--- src/rtl/fp16_mac_out_buffer_if.sv ---
// fp16_mac_out_buffer_if: result intake and drain port bundle.
// The buffer side uses slave; the feeder/consumer side uses master.
interface fp16_mac_out_buffer_if;
    logic        in_valid;
    logic [15:0] in_data;
    logic [1:0]  in_opcode;
    logic        out_valid;
    logic [15:0] out_data;
    logic        out_ready;

    modport slave (
        input  in_valid,
        input  in_data,
        input  in_opcode,
        input  out_ready,
        output out_valid,
        output out_data
    );

    modport master (
        output in_valid,
        output in_data,
        output in_opcode,
        output out_ready,
        input  out_valid,
        input  out_data
    );
endinterface

--- src/rtl/fp16_mac_out_buffer.sv ---
// fp16_mac_out_buffer: FP16 post-op and result FIFO behind the MAC.
// Raises upstream_hold early so in-flight MAC results always fit.
module fp16_mac_out_buffer #(
    parameter int DEPTH   = 8,
    parameter int RESERVE = 4
) (
    input  logic                     clk,
    input  logic                     rst,
    fp16_mac_out_buffer_if.slave     bus,
    output logic                     upstream_hold,
    output logic [$clog2(DEPTH):0]   count,
    output logic                     overflow
);

    localparam int AW = $clog2(DEPTH);
    localparam int CW = AW + 1;
    localparam logic [CW-1:0] FULL_AT = CW'(DEPTH);
    localparam logic [CW-1:0] HOLD_AT = CW'(DEPTH - RESERVE);

    logic [15:0]   mem_q [DEPTH];
    logic [AW-1:0] wr_ptr_q;
    logic [AW-1:0] rd_ptr_q;
    logic [CW-1:0] count_q;
    logic [CW-1:0] count_d;
    logic          hold_q;
    logic          ovf_q;

    logic [15:0]   post_w;
    logic          is_nan;
    logic          full;
    logic          pop;
    logic          accept;
    logic          drop;

    assign is_nan = (bus.in_data[14:10] == 5'h1F)
                 && (bus.in_data[9:0] != 10'd0);

    // Opcode-selected post-op; ReLU lets NaN through untouched.
    always_comb begin
        post_w = bus.in_data;
        unique case (bus.in_opcode)
            2'd0: post_w = bus.in_data;
            2'd1: begin
                if (bus.in_data[15] && !is_nan)
                    post_w = 16'h0000;
            end
            2'd2: post_w = {~bus.in_data[15], bus.in_data[14:0]};
            2'd3: post_w = {1'b0, bus.in_data[14:0]};
        endcase
    end

    assign full   = (count_q == FULL_AT);
    assign pop    = (count_q != '0) && bus.out_ready;
    assign accept = bus.in_valid && (!full || pop);
    assign drop   = bus.in_valid && full && !pop;

    // Occupancy after this edge; hold is derived from it.
    always_comb begin
        count_d = count_q + CW'(accept) - CW'(pop);
    end

    // Pointers, occupancy, hold and sticky overflow.
    always_ff @(posedge clk) begin
        if (rst) begin
            wr_ptr_q <= '0;
            rd_ptr_q <= '0;
            count_q  <= '0;
            hold_q   <= 1'b0;
            ovf_q    <= 1'b0;
        end else begin
            if (accept)
                wr_ptr_q <= wr_ptr_q + AW'(1);
            if (pop)
                rd_ptr_q <= rd_ptr_q + AW'(1);
            count_q <= count_d;
            hold_q  <= (count_d >= HOLD_AT);
            if (drop)
                ovf_q <= 1'b1;
        end
    end

    // Storage is not cleared on reset; only accepted words are written.
    always_ff @(posedge clk) begin
        if (!rst && accept)
            mem_q[wr_ptr_q] <= post_w;
    end

    assign bus.out_valid = (count_q != '0);
    assign bus.out_data  = mem_q[rd_ptr_q];
    assign upstream_hold = hold_q;
    assign count         = count_q;
    assign overflow      = ovf_q;

endmodule

--- src/flat_wrapper.sv ---
// flat-port wrapper written by rule: the top's interface ports become plain ports
module fp16_mac_out_buffer_flat 
#(
    parameter int DEPTH   = 8,
    parameter int RESERVE = 4
)
  (clk, rst, upstream_hold, count, overflow, bus_in_valid, bus_in_data, bus_in_opcode, bus_out_ready, bus_out_valid, bus_out_data);
  fp16_mac_out_buffer_if bus_i ();
  input  logic clk;
  input  logic rst;
  output logic upstream_hold;
  output logic [$clog2(DEPTH):0] count;
  output logic overflow;
  input wire logic [$bits(bus_i.in_valid)-1:0] bus_in_valid;
  input wire logic [$bits(bus_i.in_data)-1:0] bus_in_data;
  input wire logic [$bits(bus_i.in_opcode)-1:0] bus_in_opcode;
  input wire logic [$bits(bus_i.out_ready)-1:0] bus_out_ready;
  output wire logic [$bits(bus_i.out_valid)-1:0] bus_out_valid;
  output wire logic [$bits(bus_i.out_data)-1:0] bus_out_data;
  assign bus_i.in_valid = bus_in_valid;
  assign bus_i.in_data = bus_in_data;
  assign bus_i.in_opcode = bus_in_opcode;
  assign bus_i.out_ready = bus_out_ready;
  assign bus_out_valid = bus_i.out_valid;
  assign bus_out_data = bus_i.out_data;
  fp16_mac_out_buffer #(.DEPTH(DEPTH), .RESERVE(RESERVE)) u_core (.clk(clk), .rst(rst), .bus(bus_i), .upstream_hold(upstream_hold), .count(count), .overflow(overflow));
endmodule
--- config.mk ---
export PLATFORM = sky130hd
export DESIGN_NAME = fp16_mac_out_buffer_flat
export DESIGN_NICKNAME = d
export VERILOG_FILES = /design/src/rtl/fp16_mac_out_buffer_if.sv /design/src/rtl/fp16_mac_out_buffer.sv /design/src/flat_wrapper.sv
export SDC_FILE = /design/constraint.sdc
export NUM_CORES = 1
export LEC_CHECK = 0
export ABC_AREA = 1
export CORE_MARGIN = 3
export CORE_UTILIZATION = 30
export CTS_CLUSTER_DIAMETER = 150
export DETAILED_ROUTE_END_ITERATION = 10
export MAX_ROUTING_LAYER = met4
export PLACE_DENSITY = 0.56
export SLEW_MARGIN = 30
export SYNTH_ARGS = -nofsm -noshare
export SYNTH_HDL_FRONTEND = slang
export SYNTH_SLANG_ARGS = --single-unit
--- constraint.sdc ---
create_clock -name clk -period 2.5 [get_ports clk]
set_clock_uncertainty 0.15 [all_clocks]
set_input_delay 0.25 -clock clk [delete_from_list [all_inputs] [get_ports clk]]
set_output_delay 0.25 -clock clk [all_outputs]
set_load 0.1 [all_outputs]
==> Yosys cells after proc, flatten, opt, wreduce, memory -nomap -nowiden <==
Memory sizes are Yosys's and may differ from the RTL's. A register that Yosys moved wholly into a read port is not among the register bits.
Index checks and enable logic that the tools add are counted.
{ "word_totals": {"regBits": 12, "ram_bits": 128, "input_bits": 22, "output_inout_bits": 23, "memories": 1} }
{ "memory_table": {"columns": ["name", "words", "width", "read_ports", "rd_ports_with_merged_regs", "write_ports", "line", "text"], "rows": [
  ["u_core.mem_q", 8, 16, 1, 1, 1, "fp16_mac_out_buffer.sv:20", "logic [15:0] mem_q [DEPTH];"]
]} }
{ "classes": {"n_addsub": 4, "magnitude_cmp": 1, "eq_ne": 5, "mux": 6, "n_bitwise": 1, "n_reduce_logical": 15} }
{ "op_table": {"columns": ["cell", "count"], "rows": [
  ["$pmux 16 s4", 1],
  ["$mux 16", 1],
  ["$reduce_bool 10->1", 1],
  ["$logic_and 1x1->1", 7],
  ["$add 3x1->3 const B", 2],
  ["$mux 3", 2],
  ["$eq 5x5->1 const B", 1],
  ["$add 4x1->4", 1],
  ["$eq 2x2->1 const B", 2],
  ["$eq 4x4->1 const B", 1],
  ["$ge 4x3->1 const B", 1],
  ["$logic_not 1->1", 4],
  ["$reduce_bool 4->1", 1],
  ["$sub 4x1->4", 1],
  ["$eq 2x1->1 const B", 1],
  ["$logic_not 2->1", 1],
  ["$mux 1", 2],
  ["$logic_or 1x1->1", 1],
  ["$not 1->1", 1]
]} }

==> Longest topological paths before layout <==
Gate-level depths: netlist of the first run.
{ "depth": {"word_depth": 7, "ltp_mapped": 11, "ltp_nobuf": 11} }

==> Worst setup path after synthesis of the first run <==
No wires, ideal clock.
{ "synth_path": {"path_type": "reg2reg", "startpoint": "register u_core.count_q[2] (netlist: u_core.count[2])", "endpoint": "memory u_core.mem_q[0][0], enable pin", "setup_ps": 388, "arrival_time_ps": 2767, "t_required_ps": 1962, "setup_slack_ps": -805, "path_stages_with_launch": 8, "path_buffers": 0, "path_cell_list": "dfxtp_1 > inv_1 > ha_1 > nand2_4 > nand2_4 > a21boi_4 > nand2_2 > nor2_1"} }
{ "synth_via": {"elab_chain_len": 7} }
{ "synth_rtl": {"columns": ["element", "line", "text"], "rows": [
  ["from (decl)", "fp16_mac_out_buffer.sv:23", "logic [CW-1:0] count_q;"],
  ["from (signal assigned)", "fp16_mac_out_buffer.sv:75", "count_q <= count_d;"],
  ["$reduce_bool 4->1", null, null],
  ["named net bus_out_valid", "flat_wrapper.sv:18", "output wire logic [$bits(bus_i.out_valid)-1:0] bus_out_valid;"],
  ["$logic_and 1x1->1", "fp16_mac_out_buffer.sv:53", "assign pop = (count_q != '0) && bus.out_ready;"],
  ["$logic_or 1x1->1", "fp16_mac_out_buffer.sv:54", "assign accept = bus.in_valid && (!full || pop);"],
  ["$logic_and 1x1->1", "fp16_mac_out_buffer.sv:54", null],
  ["$logic_and 1x1->1", "fp16_mac_out_buffer.sv:84", "if (!rst && accept)"],
  ["$mux 1", "fp16_mac_out_buffer.sv:84", null],
  ["$mux 1 (not written as such)", "fp16_mac_out_buffer.sv:85", "mem_q[wr_ptr_q] <= post_w;"],
  ["to (decl)", "fp16_mac_out_buffer.sv:20", null]
]} }
The timed path passes the listed nets, and every way through them passes these cells.

==> results of run 1 <==
worst reg2reg max path: stages, from the launching register on:
cell and delay (ns):
dfxtp_4 0.34, inv_1 0.07, ha_1 0.26, nand2_8 0.11, nand2_4 0.09, a21boi_4 0.17
ha_1 0.19, inv_1 0.06, fa_1 0.37, xor2_1 0.21, o21ai_0 0.09
flip-flops by register name, summed over array words and instances, names as in the netlist, named ones only:
register / cells
u_core.count: 4
u_core.mem_q: 128
u_core.overflow: 1
u_core.rd_ptr_q: 3
u_core.upstream_hold: 1
u_core.wr_ptr_q: 3
worst max-delay path by stage:
stage | slack [ns] | from | end
3_3_place_gp | -0.12 | bus_in_data[4] | u_core.mem_q[0][4]$_DFFE_PP_
2_1_floorplan | 0.002 | u_core.count[2]$_SDFF_PP0_ | u_core.upstream_hold$_SDFF_PP0_
6_report | 0.17 | flop | bus_out_data[13]
5_1_grt | 0.04 | flop | bus_out_data[2]
3_5_place_dp | -0.20 | bus_in_opcode[0] | u_core.mem_q[6][9]$_DFFE_PP_
4_1_cts | 0.13 | flop | bus_out_data[7]
power groups by stage:
stage          Sequential [W]  Clock [W]  Combinational, W
2_1_floorplan         0.00311          0           0.00189
3_3_place_gp          0.00288          0           0.00299
3_5_place_dp          0.00289          0           0.00304
4_1_cts               0.00284    0.00282           0.00306
5_1_grt               0.00286    0.00294           0.00326
6_report              0.00284    0.00277           0.00304
cells in the mapped netlist (3+ instances only):
| cell type | count |
|---|---|
| nand3_1 | 14 |
| nand2_4 | 3 |
| a21boi_0 | 14 |
| ha_1 | 7 |
| nand2_1 | 59 |
| dfxtp_1 | 15 |
| a21oi_1 | 12 |
| inv_1 | 21 |
| clkbuf_1 | 5 |
| o21ai_0 | 72 |
| buf_2 | 14 |
| o21ai_1 | 28 |
| nor2_1 | 117 |
| edfxtp_1 | 128 |
| buf_6 | 4 |
kinds of logic (layout without fill, tap and decap cells):
kind of cell | Yosys count | after routing | synth area share
buffers and inverters | 48 | 116 | 0.0392
AO/OA/AOI/OAI | 128 | 128 | 0.115
adder cells (fa/ha/maj) | 8 | 8 | 0.0178
flip-flops | 143 | 143 | 0.687
AND/OR/NAND/NOR | 200 | 200 | 0.139
XOR/XNOR | 2 | 2 | 0.00290
metrics by stage:
stage | setup TNS (ns) | worst slack (ns) | std cells | instance area [µm²] | power [W]
2_1_floorplan | 0 | 0.00190 | 529 | 6070 | 0.00500
3_3_place_gp | -6.02 | -0.116 | 830 | 7050 | 0.00587
3_5_place_dp | -13.03 | -0.199 | 830 | 7050 | 0.00593
4_1_cts | 0 | 0.127 | 862 | 7700 | 0.00872
5_1_grt | 0 | 0.0359 | 862 | 7710 | 0.00905
6_report | 0 | 0.171 | 862 | 7710 | 0.00865
area by class of cell:
| cell class | count | area (µm²) | share of cell area |
|---|---|---|---|
| inverters | 22 | 82.6 | 0.0107 |
| multi-input cells | 338 | 1690 | 0.219 |
| clock inverters | 15 | 229 | 0.0297 |
| flip-flops and latches | 143 | 4160 | 0.539 |
| clock buffers | 17 | 425 | 0.0552 |
| well taps | 265 | 332 | 0.0430 |
| repair buffers | 62 | 797 | 0.103 |
layer usage:
layer	vias up	global-route usage
li1	1960	-
met1	2014	0.180
met2	123	0.211
met3	11	0.0395
met4	0	0.0342
met5	-	-
==> results by group, run 1 <==
CTS
  – H-tree levels: 4
  – Hold Buf Count CTS: 0
  – CTS clk-pin slew, worst paths: 0.06 ns
  – Root Driver: clkbuf_16
  – CTS Sinks: 143
  – Clock Tree Buf Depth: 2
  – Count of cells resized by post-cts repair: 0
  – Setup bufs post-CTS: 0
  – Worst skew pair latency: 0.42 ns
  – Inserted Clock Buffers: 17
  – CTS tree: built

STA
  – Worst hold margin: 0.308 ns
  – Tcrit/Tclk final: 0.932
  – Setup Viol. Count Final: 0
  – Final Max Tran Viols: 0
  – Fmax: 429 MHz
  – Hold violation total from the final report: 0
  – Least-Margin Pin Slew: 0.957 ns
  – Final min period: 2.33 ns
  – Unrepaired setup endpoints after global routing: no
  – Slew margin rel.: 0.356

Global route
  – Vias in the first global route: 4169
  – All-Layer GR Usage: 0.137
  – Grt ovf: 0
  – First-pass GRT wire length: 22.4 mm
  – Largest net degree at the start of global routing: 38
  – Initial antenna violation count: 0

Yosys
  – Top post-synthesis cells by area: edfxtp_1 64%, nor2_1 7.3%, o21ai_0 6.0%, dfxtp_1 5.0%, nand2_1 3.7%
  – Synth Register Bits: 143
  – Yosys Warn Count: 0
  – Cells after Synth: 529
  – Post-Syn Nets: 559
  – Synth top area share: 0.637
  – Seq/Total Area, Yosys: 0.687
  – Post-synth EDFFs: 128
  – Post-synth ARST share: 0
  – Main synth FF type: edfxtp_1
  – Synthesized cell area: 6040 µm²
  – Synth area leader: edfxtp_1
  – Mean Syn Cell Area: 11.4 µm²
  – Number of distinct library cells after synthesis: 29

Pwr
  – Logic pwr share: 0.351
  – Clock share of power: 0.320
  – Pwr dens: 1120 nW/µm²
  – Reg power frac: 0.328
  – Pint: 0.00546 W
  – Sw Pwr: 0.00319 W
  – Worst VDD drop: 986 µV
  – P_leak: 2.76 nW
  – Sw frac: 0.368

Cells and area
  – Most common cell after layout, fill and taps aside: edfxtp_1
  – Layout area overhead: 27.8%
  – Fin util: 0.394
  – Most frequent cells in the layout: 128 x edfxtp_1, 109 x nor2_1, 72 x o21ai_0
  – Fillers: 1846
  – ANT cells: 0
  – Layout cells sized above 1: 0.164
  – Nets: 614

Setup path
  – R2R cell count: 10
  – CP endpoint kind: output port
  – Worst EP arrival: 1.93 ns
  – FF-to-FF End: u_core.upstream_hold$_SDFF_PP0_
  – CP Launch Type: flop
  – CP max stage delay: 0.46 ns
  – Crit path depth: 8
  – CP max stage cell: dfxtp_2
  – Crit path buf inv count: 2
  – Crit path cell chain: buf_12 -> nor2_1 -> nor2_1 -> o21ai_0 -> o21ai_1 -> nand2_1 -> nand2_1 -> buf_12
  – Cell family with most CP delay: flip-flops
  – CP Class: reg2out
  – Required time worst endpoint: 2.10 ns
  – CP max FO: 36
  – R2R Setup Slk: 0.27 ns
  – Worst r2r src: u_core.count[2]$_SDFF_PP0_

Detailed routing
  – Vias per cell: 4.77
  – Drt first-iter violations: 274
  – Metal2 WL: 6.65 mm
  – Remaining DRCs: 0
  – Total number of vias: 4108
  – Wire per inst: 16.5 µm
  – WL final: 14.2 mm
  – Max layer used: met4
  – Wire length on met1: 6.61 mm
  – DR pass1 iterations: 5
  – Met3 WL: 819 µm
  – Final antenna-violating net count: 0

Hold path
  – Hold endpoint: u_core.overflow$_SDFFE_PP0P_
  – Hold-critical path depth: 2
  – Hold wc startpoint: u_core.overflow$_SDFFE_PP0P_
  – Min-delay worst type: reg2reg

Placed design
  – Hpwl dp: 8.50 mm
  – # port buffers: 44
  – Gpl congestion: 0.783

Floorplan
  – Row cnt: 51
  – Die area: 21900 µm²
  – Die Wd: 148 µm
  – Initial Util: 0.308
  – Core ar.: 19600 µm²
  – Die Y-Extent: 148 µm
  – Boundary Pins: 45

Flow run
  – Max Cap Viol: 0

Status
  – Status: finished clean
Note: power is estimated with default switching activity, not from simulation.
==> inputs of run 2 (changes only) <==
CTS_BUF_LIST = sky130_fd_sc_hd__clkbuf_8   (was unset)
CTS_CLUSTER_DIAMETER = unset   (was 150)
TNS_END_PERCENT = 30   (was unset)
==> run 2 against run 1 <==
Clock power decreased by 24%; clock-buffer cell count unchanged; global-route usage decreased by 0.16 points; sequential share of layout area increased by 1.4 points; routed wire length decreased by 0.63%; worst hold slack improved by 0.0038 ns; via count decreased by 0.63%; sequential power about the same; critical path depth decreased by 2; combinational power about the same; register-to-register slack about the same; flip-flop and latch count unchanged; critical path type unchanged.
==> results by group, run 2 (synthesis gave the netlist of run 1 again) <==
Floorplan
  – Row cnt: 51 (unchanged)
  – Die Y-Extent: 148 µm (unchanged)
  – Boundary Pins: 45 (unchanged)
  – Die area: 21900 µm² (unchanged)
  – Core ar.: 19600 µm² (unchanged)
  – Initial Util: 0.308 (unchanged)
  – Die Wd: 148 µm (unchanged)

Cells and area
  – Nets: 614 (unchanged)
  – Layout area overhead: 24.6% (was 27.8%)
  – Most frequent cells in the layout: 128 x edfxtp_1, 109 x nor2_1, 72 x o21ai_0 (unchanged)
  – Largest register FFs: 128 (unchanged)
  – Most common cell after layout, fill and taps aside: edfxtp_1 (unchanged)
  – Layout cells sized above 1: 0.164 (unchanged)
  – Top reg by flops: u_core.mem_q (unchanged)
  – Final Non-Filler Cells: 862 (unchanged)
  – ANT cells: 0 (unchanged)

Hold path
  – Hold-critical path depth: 2 (unchanged)
  – Hold wc startpoint: u_core.overflow$_SDFFE_PP0P_ (unchanged)
  – Min-delay worst type: reg2reg (unchanged)
  – Hold endpoint: u_core.overflow$_SDFFE_PP0P_ (unchanged)

CTS
  – CTS clk-pin slew, worst paths: 0.09 ns (was 0.06 ns)
  – CTS Sinks: 143 (unchanged)
  – CTS tree: built (unchanged)
  – Setup bufs post-CTS: 0 (unchanged)
  – Clock Tree Buf Depth: 2 (unchanged)
  – Hold Buf Count CTS: 0 (unchanged)
  – Root Driver: clkbuf_8 (was clkbuf_16)
  – Worst skew pair latency: 0.44 ns (was 0.42 ns)
  – H-tree levels: 4 (unchanged)
  – Inserted Clock Buffers: 17 (unchanged)

Placed design
  – # port buffers: 44 (unchanged)
  – Hpwl dp: 8.50 mm (unchanged)
  – DP Worst Slack: -0.199 ns (unchanged)
  – Placed Instances: 830 (unchanged)
  – Gpl congestion: 0.783 (unchanged)

Global route
  – Grt ovf: 0 (unchanged)
  – All-Layer GR Usage: 0.135 (was 0.137)
  – Initial antenna violation count: 0 (unchanged)
  – Largest net degree at the start of global routing: 38 (unchanged)
  – First-pass GRT wire length: 22.1 mm (was 22.4 mm)
  – Vias in the first global route: 4142 (was 4169)

Detailed routing
  – WL final: 14.1 mm (was 14.2 mm)
  – Remaining DRCs: 0 (unchanged)
  – Total number of vias: 4082 (was 4108)
  – DR pass1 iterations: 5 (unchanged)
  – Vias per cell: 4.74 (was 4.77)
  – Wire per inst: 16.4 µm (was 16.5 µm)
  – Drt first-iter violations: 286 (was 274)
  – Final antenna-violating net count: 0 (unchanged)

Setup path
  – FF-to-FF End: u_core.upstream_hold$_SDFF_PP0_ (unchanged)
  – Required time worst endpoint: 2.10 ns (about the same)
  – R2R cell count: 10 (unchanged)
  – Cell family with most CP delay: buffers and inverters (was flip-flops)
  – Crit path buf inv count: 2 (unchanged)
  – Crit path cell chain: buf_4 -> o21ai_0 -> o21ai_0 -> nand2_1 -> nand2_1 -> buf_12 (was buf_12 -> nor2_1 -> nor2_1 -> o21ai_0 -> o21ai_1 -> nand2_1 -> nand2_1 -> buf_12)
  – CP max FO: 20 (was 36)
  – R2R Setup Slk: 0.27 ns (about the same)
  – CP max stage delay: 0.47 ns (was 0.46 ns)
  – CP Launch Type: flop (unchanged)
  – Crit path depth: 6 (was 8)
  – Worst r2r src: u_core.count[2]$_SDFF_PP0_ (unchanged)
  – CP Class: reg2out (unchanged)
  – Worst EP arrival: 1.90 ns (was 1.93 ns)
  – CP endpoint kind: output port (unchanged)
  – CP max stage cell: dfxtp_2 (unchanged)

STA
  – Tcrit/Tclk final: 0.921 (was 0.932)
  – Least-Margin Pin Slew: 0.967 ns (was 0.957 ns)
  – Fmax: 434 MHz (was 429 MHz)
  – Setup Viol. Count Final: 0 (unchanged)
  – Slew margin rel.: 0.350 (was 0.356)
  – Final setup TNS: 0 ns (unchanged)
  – Final setup margin: 0.197 ns (was 0.171 ns)
  – Unrepaired setup endpoints after global routing: no (unchanged)
  – Final min period: 2.30 ns (was 2.33 ns)
  – Hold violation total from the final report: 0 (unchanged)
  – Final Max Tran Viols: 0 (unchanged)

Pwr
  – Clock share of power: 0.264 (was 0.320)
  – Pint: 0.00488 W (was 0.00546 W)
  – Sw Pwr: 0.00311 W (was 0.00319 W)
  – P_leak: 2.67 nW (was 2.76 nW)
  – Pwr dens: 1060 nW/µm² (was 1120 nW/µm²)
  – Logic pwr share: 0.380 (was 0.351)
  – Reg power frac: 0.355 (was 0.328)
  – Worst VDD drop: 953 µV (was 986 µV)
  – Sw frac: 0.389 (was 0.368)

Flow run
  – Max Cap Viol: 0 (unchanged)

Status
  – Status: finished clean (unchanged)
[run 2: cell counts in the layout (fill, tap and decap cells not counted)]
No cell type changed its count.
[run 2: final cells by class]
cell class,count,area [µm²]
fill,1872,12100
sequential,143,4160
multi-input combinational,338,1690
timing repair buffer,62,797
tap,265,332
clock buffer,17,234
clock inverter,15,229
inverter,22,82.6
[run 2: how the worst max path moves through the flow]
stage	from	end	slack (ns)
after detailed placement	bus_in_opcode[0]	u_core.mem_q[6][9]$_DFFE_PP_	-0.20
after global routing	flop	bus_out_data[9]	0.04
final	flop	bus_out_data[4]	0.20
after CTS	flop	bus_out_data[7]	0.09
after global placement	bus_in_data[4]	u_core.mem_q[0][4]$_DFFE_PP_	-0.12
after floorplan	u_core.count[2]$_SDFF_PP0_	u_core.upstream_hold$_SDFF_PP0_	0.002
[run 2: power groups by stage]
stage	Clock, W	Combinational [W]	Sequential [W]
6_report	0.00211	0.00303	0.00284
5_1_grt	0.00227	0.00325	0.00285
4_1_cts	0.00215	0.00305	0.00284
3_5_place_dp	0	0.00304	0.00289
3_3_place_gp	0	0.00299	0.00288
2_1_floorplan	0	0.00189	0.00311
[run 2: per-layer routing]
layer	share of wire	routed length [µm]	GRT usage
met2	0.47	6610	0.209
met1	0.46	6520	0.181
met5	0	0	-
met4	0.012	163	0.0370
met3	0.059	840	0.0310
[run 2: what timing repair did]
item                                    in CTS  in global routing
hold endpoints to repair                     0                  0
endpoints found under the setup margin       0                  4
gates resized for setup                      0                  2
[run 2: metrics by stage]
step,utilization,power [W],hold slack [ns],instance area [µm²]
3_5_place_dp,0.360,0.00593,0.299,7050
5_1_grt,0.384,0.00837,0.360,7520
2_1_floorplan,-,0.00500,0.260,6070
4_1_cts,0.383,0.00804,0.319,7510
3_3_place_gp,0.360,0.00587,0.292,7050
6_report,0.384,0.00798,0.312,7520
[run 2: worst min-delay path, stage by stage, from the launching register on]
cell and delay (ns):
dfxtp_1 0.32, inv_1 0.05, a21oi_1 0.05
==> inputs of run 3 (changes only) <==
CAP_MARGIN = 10   (was unset)
==> results of run 3 <==
Final layout, timing and power as in run 2 (identical DEF).
